--- src/rtl/btc_miner_pkg.sv ---
// Shared types and constants for the miner-side sweeper.
package btc_miner_pkg;

    localparam int unsigned TARGET_W = 256;
    localparam int unsigned NONCE_W  = 32;
    localparam int unsigned EXP_BASE = 3;
    localparam int unsigned EXP_MAX  = 32;

    typedef logic [TARGET_W-1:0] target_t;

    typedef enum logic [2:0] {
        ST_IDLE,
        ST_ARM,
        ST_REQ,
        ST_WAIT,
        ST_CHECK,
        ST_FINISH
    } state_t;

    // Expand a compact-bits word into a 256-bit target; bit 23 (sign) is ignored.
    function automatic target_t expand_target(input logic [31:0] cbits);
        logic [7:0] e;
        logic [5:0] d;
        logic [8:0] sh;
        target_t    m;
        target_t    t;
        e = cbits[31:24];
        m = TARGET_W'(cbits[22:0]);
        if (e > 8'(EXP_MAX)) begin
            d  = '0;
            sh = '0;
            t  = '1;
        end else if (e <= 8'(EXP_BASE)) begin
            d  = 6'(8'(EXP_BASE) - e);
            sh = {d, 3'b000};
            t  = m >> sh;
        end else begin
            d  = 6'(e - 8'(EXP_BASE));
            sh = {d, 3'b000};
            t  = m << sh;
        end
        return t;
    endfunction

endpackage

--- src/rtl/btc_toggle_sync.sv ---
// Multi-flop synchroniser with edge detect, gated until the chain has flushed after reset.
module btc_toggle_sync #(
    parameter int unsigned SYNC_STAGES = 2
) (
    input  logic clk,
    input  logic rst_n,
    input  logic din,
    output logic level,
    output logic pulse_c
);

    localparam int unsigned CNT_W = $clog2(SYNC_STAGES + 1) + 1;

    logic [SYNC_STAGES-1:0] chain;
    logic                   dly;
    logic                   armed;
    logic [CNT_W-1:0]       arm_cnt;

    // Synchroniser chain plus one delay flop for edge detection.
    always_ff @(posedge clk or negedge rst_n) begin
        if (!rst_n) begin
            chain <= '0;
            dly   <= 1'b0;
        end else begin
            chain <= {chain[SYNC_STAGES-2:0], din};
            dly   <= chain[SYNC_STAGES-1];
        end
    end

    // Arm edge detection once the chain and delay flop hold real samples.
    always_ff @(posedge clk or negedge rst_n) begin
        if (!rst_n) begin
            arm_cnt <= '0;
            armed   <= 1'b0;
        end else if (!armed) begin
            arm_cnt <= arm_cnt + CNT_W'(1);
            if (arm_cnt == CNT_W'(SYNC_STAGES)) begin
                armed <= 1'b1;
            end
        end
    end

    assign level   = chain[SYNC_STAGES-1];
    assign pulse_c = armed & (chain[SYNC_STAGES-1] ^ dly);

endmodule

--- src/rtl/btc_nonce_sweeper.sv ---
// Sequences an external double-SHA-256 core over a nonce range and reports the first hit.
import btc_miner_pkg::*;

module btc_nonce_sweeper #(
    parameter int unsigned NONCE_STEP  = 1,
    parameter int unsigned SYNC_STAGES = 2
) (
    input  logic         clk,
    input  logic         rst_n,
    input  logic         start,
    input  logic         config_enable,
    input  logic         config_use_nonce_in,
    input  logic         config_oneshot,
    input  logic [31:0]  nonce_in,
    input  logic [31:0]  bits,
    output logic         hash_req,
    output logic [31:0]  hash_nonce,
    input  logic         hash_ack,
    input  logic [255:0] hash_digest,
    output logic [31:0]  nonce_a,
    output logic         nonce_found_a,
    output logic         done_a,
    output logic         busy
);

    state_t               state;
    target_t              target;
    target_t              digest;
    logic [NONCE_W-1:0]   nonce;
    logic                 oneshot_q;
    logic                 found_q;
    logic                 pending;
    logic                 fin_phase;

    logic                 start_pulse;
    logic                 start_level_unused;
    logic                 en_sync;
    logic                 en_edge_unused;

    logic [NONCE_W:0]     step_sum;
    logic                 found_c;
    logic                 pend_c;

    btc_toggle_sync #(.SYNC_STAGES(SYNC_STAGES)) u_start_sync (
        .clk     (clk),
        .rst_n   (rst_n),
        .din     (start),
        .level   (start_level_unused),
        .pulse_c (start_pulse)
    );

    btc_toggle_sync #(.SYNC_STAGES(SYNC_STAGES)) u_enable_sync (
        .clk     (clk),
        .rst_n   (rst_n),
        .din     (config_enable),
        .level   (en_sync),
        .pulse_c (en_edge_unused)
    );

    // Digest compare, next-nonce arithmetic and restart request seen in CHECK.
    always_comb begin
        step_sum = {1'b0, nonce} + (NONCE_W + 1)'(NONCE_STEP);
        found_c  = (digest <= target);
        pend_c   = pending | start_pulse;
    end

    // Sweep sequencer with registered outputs.
    always_ff @(posedge clk or negedge rst_n) begin
        if (!rst_n) begin
            state         <= ST_IDLE;
            target        <= '0;
            digest        <= '0;
            nonce         <= '0;
            oneshot_q     <= 1'b0;
            found_q       <= 1'b0;
            pending       <= 1'b0;
            fin_phase     <= 1'b0;
            hash_req      <= 1'b0;
            hash_nonce    <= '0;
            nonce_a       <= '0;
            nonce_found_a <= 1'b0;
            done_a        <= 1'b0;
            busy          <= 1'b0;
        end else begin
            case (state)
                ST_IDLE: begin
                    pending <= 1'b0;
                    if (start_pulse && en_sync) begin
                        state         <= ST_ARM;
                        busy          <= 1'b1;
                        done_a        <= 1'b0;
                        nonce_found_a <= 1'b0;
                    end
                end

                ST_ARM: begin
                    target    <= expand_target(bits);
                    nonce     <= config_use_nonce_in ? nonce_in : '0;
                    oneshot_q <= config_oneshot;
                    pending   <= start_pulse;
                    state     <= ST_REQ;
                end

                ST_REQ: begin
                    hash_req   <= 1'b1;
                    hash_nonce <= nonce;
                    if (start_pulse) begin
                        pending <= 1'b1;
                    end
                    state <= ST_WAIT;
                end

                ST_WAIT: begin
                    if (start_pulse) begin
                        pending <= 1'b1;
                    end
                    if (hash_req && hash_ack) begin
                        hash_req <= 1'b0;
                        digest   <= hash_digest;
                        state    <= ST_CHECK;
                    end
                end

                ST_CHECK: begin
                    if (found_c) begin
                        found_q   <= 1'b1;
                        pending   <= 1'b0;
                        fin_phase <= 1'b0;
                        state     <= ST_FINISH;
                    end else if (oneshot_q || !en_sync) begin
                        found_q   <= 1'b0;
                        pending   <= 1'b0;
                        fin_phase <= 1'b0;
                        state     <= ST_FINISH;
                    end else if (pend_c) begin
                        pending <= 1'b0;
                        state   <= ST_ARM;
                    end else if (step_sum[NONCE_W]) begin
                        found_q   <= 1'b0;
                        fin_phase <= 1'b0;
                        state     <= ST_FINISH;
                    end else begin
                        nonce <= step_sum[NONCE_W-1:0];
                        state <= ST_REQ;
                    end
                end

                ST_FINISH: begin
                    pending <= 1'b0;
                    if (!fin_phase) begin
                        nonce_a       <= nonce;
                        nonce_found_a <= found_q;
                        fin_phase     <= 1'b1;
                    end else begin
                        fin_phase <= 1'b0;
                        done_a    <= 1'b1;
                        busy      <= 1'b0;
                        state     <= ST_IDLE;
                    end
                end

                default: begin
                    state <= ST_IDLE;
                end
            endcase
        end
    end

endmodule

--- config.mk ---
export PLATFORM = sky130hd
export DESIGN_NAME = btc_nonce_sweeper
export DESIGN_NICKNAME = d
export VERILOG_FILES = /design/src/rtl/btc_miner_pkg.sv /design/src/rtl/btc_toggle_sync.sv /design/src/rtl/btc_nonce_sweeper.sv
export SDC_FILE = /design/constraint.sdc
export NUM_CORES = 2
export LEC_CHECK = 0
export ABC_AREA = 1
export CORE_MARGIN = 4
export CORE_UTILIZATION = 48
export DETAILED_ROUTE_END_ITERATION = 8
export PLACE_DENSITY = 0.7
export RECOVER_POWER = 25
export SLEW_MARGIN = 5
export SYNTH_ARGS = -nofsm -noshare
export SYNTH_HDL_FRONTEND = slang
export SYNTH_SLANG_ARGS = --single-unit
--- constraint.sdc ---
create_clock -name clk -period 3.68 [get_ports clk]
set_input_delay 0.92 -clock clk [delete_from_list [all_inputs] [get_ports clk]]
set_output_delay 0.92 -clock clk [all_outputs]
set_load 0.05 [all_outputs]
Word level (Yosys, flattened, before mapping)
Cells that the tools add are included.
{"block": "totals", "regBits": 628, "latch_bits": 0, "ramBits": 0, "rom_bits": 0, "input_bits": 327, "out_inout_bits": 68, "word_cells": 114, "mem_count": 0}
{"block": "classes", "add_sub_neg": 4, "mul": 0, "div": 0, "order_cmp": 3, "n_eq_ne": 19, "shifts": 2, "n_mux": 40, "bitwise": 4, "reduce_logical": 23}
{"op": "$mux W256", "n": 2}
{"op": "$le A256 B256 Y1", "n": 1}
{"op": "$shl A23 B9 Y256", "n": 1}
{"op": "$shr A23 B9 Y256", "n": 1}
{"op": "$mux W32", "n": 5}
{"op": "$pmux W32 S2", "n": 1}
{"op": "$add A32 B1 Y33 const B", "n": 1}
{"op": "$mux W3", "n": 7}
{"op": "$mux W1", "n": 18}
{"op": "$pmux W3 S6", "n": 1}
{"op": "$reduce_and A3 Y1", "n": 6}
{"op": "$ne A2 B2 Y1 const B", "n": 8}
{"op": "$ne A4 B4 Y1 const B", "n": 3}
{"op": "$pmux W1 S2", "n": 5}
{"op": "$eq A3 B2 Y1 const B", "n": 3}
{"op": "$gt A8 B6 Y1 const B", "n": 1}
{"op": "$le A8 B2 Y1 const B", "n": 1}
{"op": "$reduce_bool A2 Y1", "n": 4}
{"op": "$eq A3 B3 Y1 const B", "n": 2}
{"op": "$reduce_and A2 Y1", "n": 3}
{"op": "$sub A2 B6 Y6 const A", "n": 1}
{"op": "$sub A6 B2 Y6 const B", "n": 1}
{"op": "$reduce_and A5 Y1", "n": 1}
{"op": "$pmux W1 S4", "n": 1}
{"op": "15 further kinds", "n": 17}

Longest topological paths before layout
{"block": "depth", "ltp_word": 7, "ltp_mapped": 21, "ltp_nobuf": 21}

Cells and area by module
A second synthesis with hierarchy kept.
{"block": "unflattened", "cells_unflattened": 4298, "hier_area_um2": 33734.9}
{"mod": "btc_nonce_sweeper", "n_inst": 1, "cells_each": 4246, "area_each_um2": 33191.8, "seq_area_each_um2": 15489.9}
{"mod": "btc_toggle_sync", "n_inst": 2, "cells_each": 26, "area_each_um2": 271.5, "seq_area_each_um2": 175.2}

Worst setup path before layout
Ideal clock, no wire load.
{"block": "synth_timing", "path_type": "input to register", "startpoint": "input bits[24]", "endpoint": "register target[109]", "setup_ns": 0.133, "arrival_ns": 2.683, "required_ns": 3.547, "path_slack_ns": 0.864, "stages": 11, "n_path_buf": 3, "cell_sequence": "clkinv_1 clkbuf_1 ha_1 clkbuf_1 inv_1 clkbuf_1 nor2_1 o21ai_0 nor2_1 a21oi_1 a21oi_1"}
{"block": "synth_via", "elab_chain_len": 4, "elab_cells_between_ends": 8, "classes_between": "add/sub: 2; order compare: 2; shift: 2; mux: 2"}
{"element": "start, declared", "line": "btc_nonce_sweeper.sv:15", "rtl": "input logic [31:0] bits,"}
{"element": "$sub A6 B2 Y6 / $sub A2 B6 Y6 (equally long branches)", "line": "btc_miner_pkg.sv:38, btc_miner_pkg.sv:34"}
{"element": "$shl A23 B9 Y256 / $shr A23 B9 Y256 (equally long branches)", "line": "btc_miner_pkg.sv:40, btc_miner_pkg.sv:36"}
{"element": "$mux W256", "line": "btc_miner_pkg.sv:33", "rtl": "end else if (e <= 8'(EXP_BASE)) begin"}
{"element": "$mux W256 *", "line": "btc_miner_pkg.sv:29", "rtl": "if (e > 8'(EXP_MAX)) begin"}
{"element": "end signal, assigned", "line": "btc_nonce_sweeper.sv:97", "rtl": "target <= expand_target(bits);"}
{"element": "end, declared", "line": "btc_nonce_sweeper.sv:27", "rtl": "target_t target;"}
Every way passes the cells marked *; elsewhere a longest branch is shown, timed or not.
A chain may end at the register's enable or synchronous reset.

Final worst setup path
{"block": "layout_timing", "startpoint": "register digest[95]", "endpoint": "register nonce[10]"}
{"block": "layout_via", "elab_chain_len": 3}
{"element": "start, declared", "line": "btc_nonce_sweeper.sv:28", "rtl": "target_t digest;"}
{"element": "start signal, assigned", "line": "btc_nonce_sweeper.sv:119", "rtl": "digest <= hash_digest;"}
{"element": "$le A256 B256 Y1", "line": "btc_nonce_sweeper.sv:63", "rtl": "found_c = (digest <= target);"}
{"element": "$ne A2 B2 Y1 (no source line)"}
{"element": "$reduce_and A5 Y1 (no source line)"}
{"element": "end signal, assigned", "line": "btc_nonce_sweeper.sv:98", "rtl": "nonce <= config_use_nonce_in ? nonce_in : '0;"}
{"element": "end signal, assigned", "line": "btc_nonce_sweeper.sv:143", "rtl": "nonce <= step_sum[NONCE_W-1:0];"}
{"element": "end, declared", "line": "btc_nonce_sweeper.sv:29", "rtl": "logic [NONCE_W-1:0] nonce;"}
No other way between the ends.

==> results.json <==
{
  "min_period_ns": 3.10,
  "postLayoutCellArea_um2": 41400,
  "die-width_um": 272,
  "worst-endpoint-arrival_ns": 3.65,
  "ff2ff_path_depth": 12,
  "cts_tree": "done",
  "syn-cell-area_um2": 33500,
  "grt_pass1_vias": 28500,
  "violations": "capacitance limit, slew limit",
  "htreeDepth": 3,
  "fp-row-count": 96,
  "hold_buffers": 0,
  "mostFrequentLayoutCells": "nand2_1 (1381), dfrtp_1 (628), a21oi_1 (578)",
  "drtAntennaViolNets": 0,
  "whs_path_depth": 0,
  "tightest_slew_ns": 2.17,
  "min_path_type": "flip-flop to flip-flop",
  "syn-mean-instance-area_um2": 7.91,
  "drcViolationCount": 0,
  "rsz0062_at_grt": "false",
  "grt_max_degree": 156,
  "wl_per_cell_um": 18.5,
  "vias": 29900,
  "grt_usage": 0.273,
  "status": "complete, but fails checks",
  "p_total_uw": 32000,
  "worst_hold_path.endpoint": "u_enable_sync.chain[1]$_DFF_PN0_",
  "path_clk_slew_ns": 0.06,
  "grt_pass1_wl_mm": 161,
  "syn_inst": 4238,
  "drive_above_1_share": 0.0577,
  "r2r_start": "digest[95]$_DFFE_PN0P_",
  "crit_path_cell_trace": "ha_1, nand2_1, nor2_1, nand2_1, nor4_2, nand4_1, nor2_1, nand4_2, nand4_4, buf_4, nand3_1, nand2_1",
  "crit_required_ns": 4.23,
  "crit_path_end_kind": "flip-flop",
  "drt_pre_antenna_iters": 6,
  "clock_sinks": 628,
  "grt_overflow": 0,
  "vdd_ir_drop_max_v": 0.000607,
  "post_dp_cell_area_um2": 39000,
  "hp-start": "u_enable_sync.chain[0]$_DFF_PN0_",
  "reg2reg_to": "nonce[10]$_DFFE_PN0P_",
  "port_buffers": 393,
  "fin_nets": 5182,
  "antenna_found_initial": 2,
  "setup_tns_ns": 0,
  "synth-async-reset-ratio": 1.00,
  "slew_headroom": -0.449,
  "synth_edf_count": 0,
  "die_area_um2": 74100,
  "hold_viol_final": 0,
  "start_util": 0.486,
  "routed_wl_mm": 103,
  "power_density_nw_per_um2": 772,
  "fmax_mhz": 322,
  "ys_seq_elements": 628,
  "critical-path-top-delay-family": "simple AND/OR/NAND/NOR gates",
  "yosysWarnings": 0,
  "synthToLayoutAreaGrowth_pct": 23.5,
  "vias_per_cell": 5.36,
  "ctsLongestPathBuffers": 3,
  "ys_types": 47,
  "leakage_uw": 0.0217,
  "cts_repair_resize_count": 0,
  "drt_iter0_drc": 2888,
  "timing.final.crit_share": 0.844,
  "drv_slew": 68,
  "coreArea_um2": 68900,
  "synth_fp_nets": 4827,
  "cts_buffers": 72,
  "critPathKind": "flip-flop to flip-flop",
  "fp.dieH_um": 272,
  "gp_congestion": 0.964,
  "slowest_stage": "nand4_1",
  "hpwlAfterDp_mm": 76.4,
  "max_cap_violations": 1,
  "synth_ff_type": "dfrtp_1",
  "cpMostUsedCell": "nand2_1",
  "reg2reg_setup_slack_ns": 0.58,
  "worst_clock_skew_ns": 0.0247,
  "path_buf_inv": 1,
  "finalSetupViolCount": 0,
  "final_common_cell": "nand2_1",
  "cts_root_buf": "clkbuf_16",
  "critPathMaxStageDelay_ns": 0.44,
  "ys_seq_area_frac": 0.469,
  "cp_max_fo": 18,
  "clock_latency_ns": 0.62,
  "start_kind": "flip-flop",
  "ios": 395,
  "cts_setup_buffers": 0,
  "final_util": 0.600
}
## cell usage after synthesis (9+ instances only)
cell type | number | area share
dfrtp_1 | 628 | 0.47
nor3_1 | 30 | 0.0045
nand3_1 | 132 | 0.020
a21oi_1 | 578 | 0.086
o21ai_1 | 9 | 0.0013
nand3b_1 | 9 | 0.0020
clkbuf_1 | 182 | 0.020
o21ai_0 | 189 | 0.028
o21a_1 | 14 | 0.0031
nor2_1 | 232 | 0.026
nand4_1 | 36 | 0.0067
a22oi_1 | 13 | 0.0029
a31oi_1 | 9 | 0.0017
nor4_1 | 12 | 0.0022
inv_1 | 389 | 0.044
nand2_1 | 1382 | 0.15
a32oi_1 | 22 | 0.0057
buf_2 | 18 | 0.0027
buf_1 | 16 | 0.0018
ha_1 | 262 | 0.098
## per-layer routing
layer / vias to the layer above / global-route usage / share of wire
met4: 0 / 0.0945 / 0.036
li1: 14500 / - / -
met3: 167 / 0.0374 / 0.064
met5: - / 0 / 0
met2: 1058 / 0.427 / 0.45
met1: 14200 / 0.391 / 0.45
## worst max path at each step
stage | startpoint | endpoint | cells after the start
after floorplan | bits[24] | target[109]$_DFFE_PN0P_ | 11
after global placement | bits[24] | target[172]$_DFFE_PN0P_ | 11
after detailed placement | bits[27] | target[134]$_DFFE_PN0P_ | 10
after CTS | digest[175]$_DFFE_PN0P_ | nonce[10]$_DFFE_PN0P_ | 13
after global routing | rst_n | target[49]$_DFFE_PN0P_ | 2
final | digest[95]$_DFFE_PN0P_ | nonce[10]$_DFFE_PN0P_ | 12
## registers in the layout (all words and copies together) (netlist names)
register,count
busy,1
digest,256
done_a,1
fin_phase,1
found_q,1
hash_nonce,32
hash_req,1
nonce,32
nonce_a,32
nonce_found_a,1
oneshot_q,1
pending,1
state,3
target,256
u_enable_sync.chain,2
u_start_sync.arm_cnt,3
u_start_sync.armed,1
u_start_sync.chain,2
u_start_sync.dly,1
## cell type report
type                            instances  area, um^2
Timing Repair Buffer                  500        5040
Clock buffer                          103        2100
Sequential cell                       628       15700
Tap cell                              931        1160
Fill cell                            6263       27600
Inverter                              397        1500
Multi-Input combinational cell       2994       15500
Antenna cell                            3        7.51
Clock inverter                         26         368
## report_power, final
part           switching, uW  internal, uW
sequential              1890         10100
combinational           8110          4420
clock                   2980          4480
## logic make-up after synthesis
kind of cell,share of synthesized area
AND/OR/NAND/NOR,0.226
AO/OA/AOI/OAI,0.134
flip-flops,0.469
buffers and inverters,0.0703
adder cells (fa/ha/maj),0.0978
XOR/XNOR,0.00306
## through the flow
| step | hold slack [ns] | worst slack, ns | std cells |
|---|---|---|---|
| after floorplan | 0.331 | 0.864 | 4238 |
| after global placement | 0.335 | 0.156 | 5450 |
| after detailed placement | 0.347 | 0.150 | 5450 |
| after CTS | 0.327 | 0.611 | 5579 |
| after global routing | 0.368 | 0.256 | 5581 |
| final | 0.356 | 0.576 | 5582 |
Power figures use the tool's default switching activity.
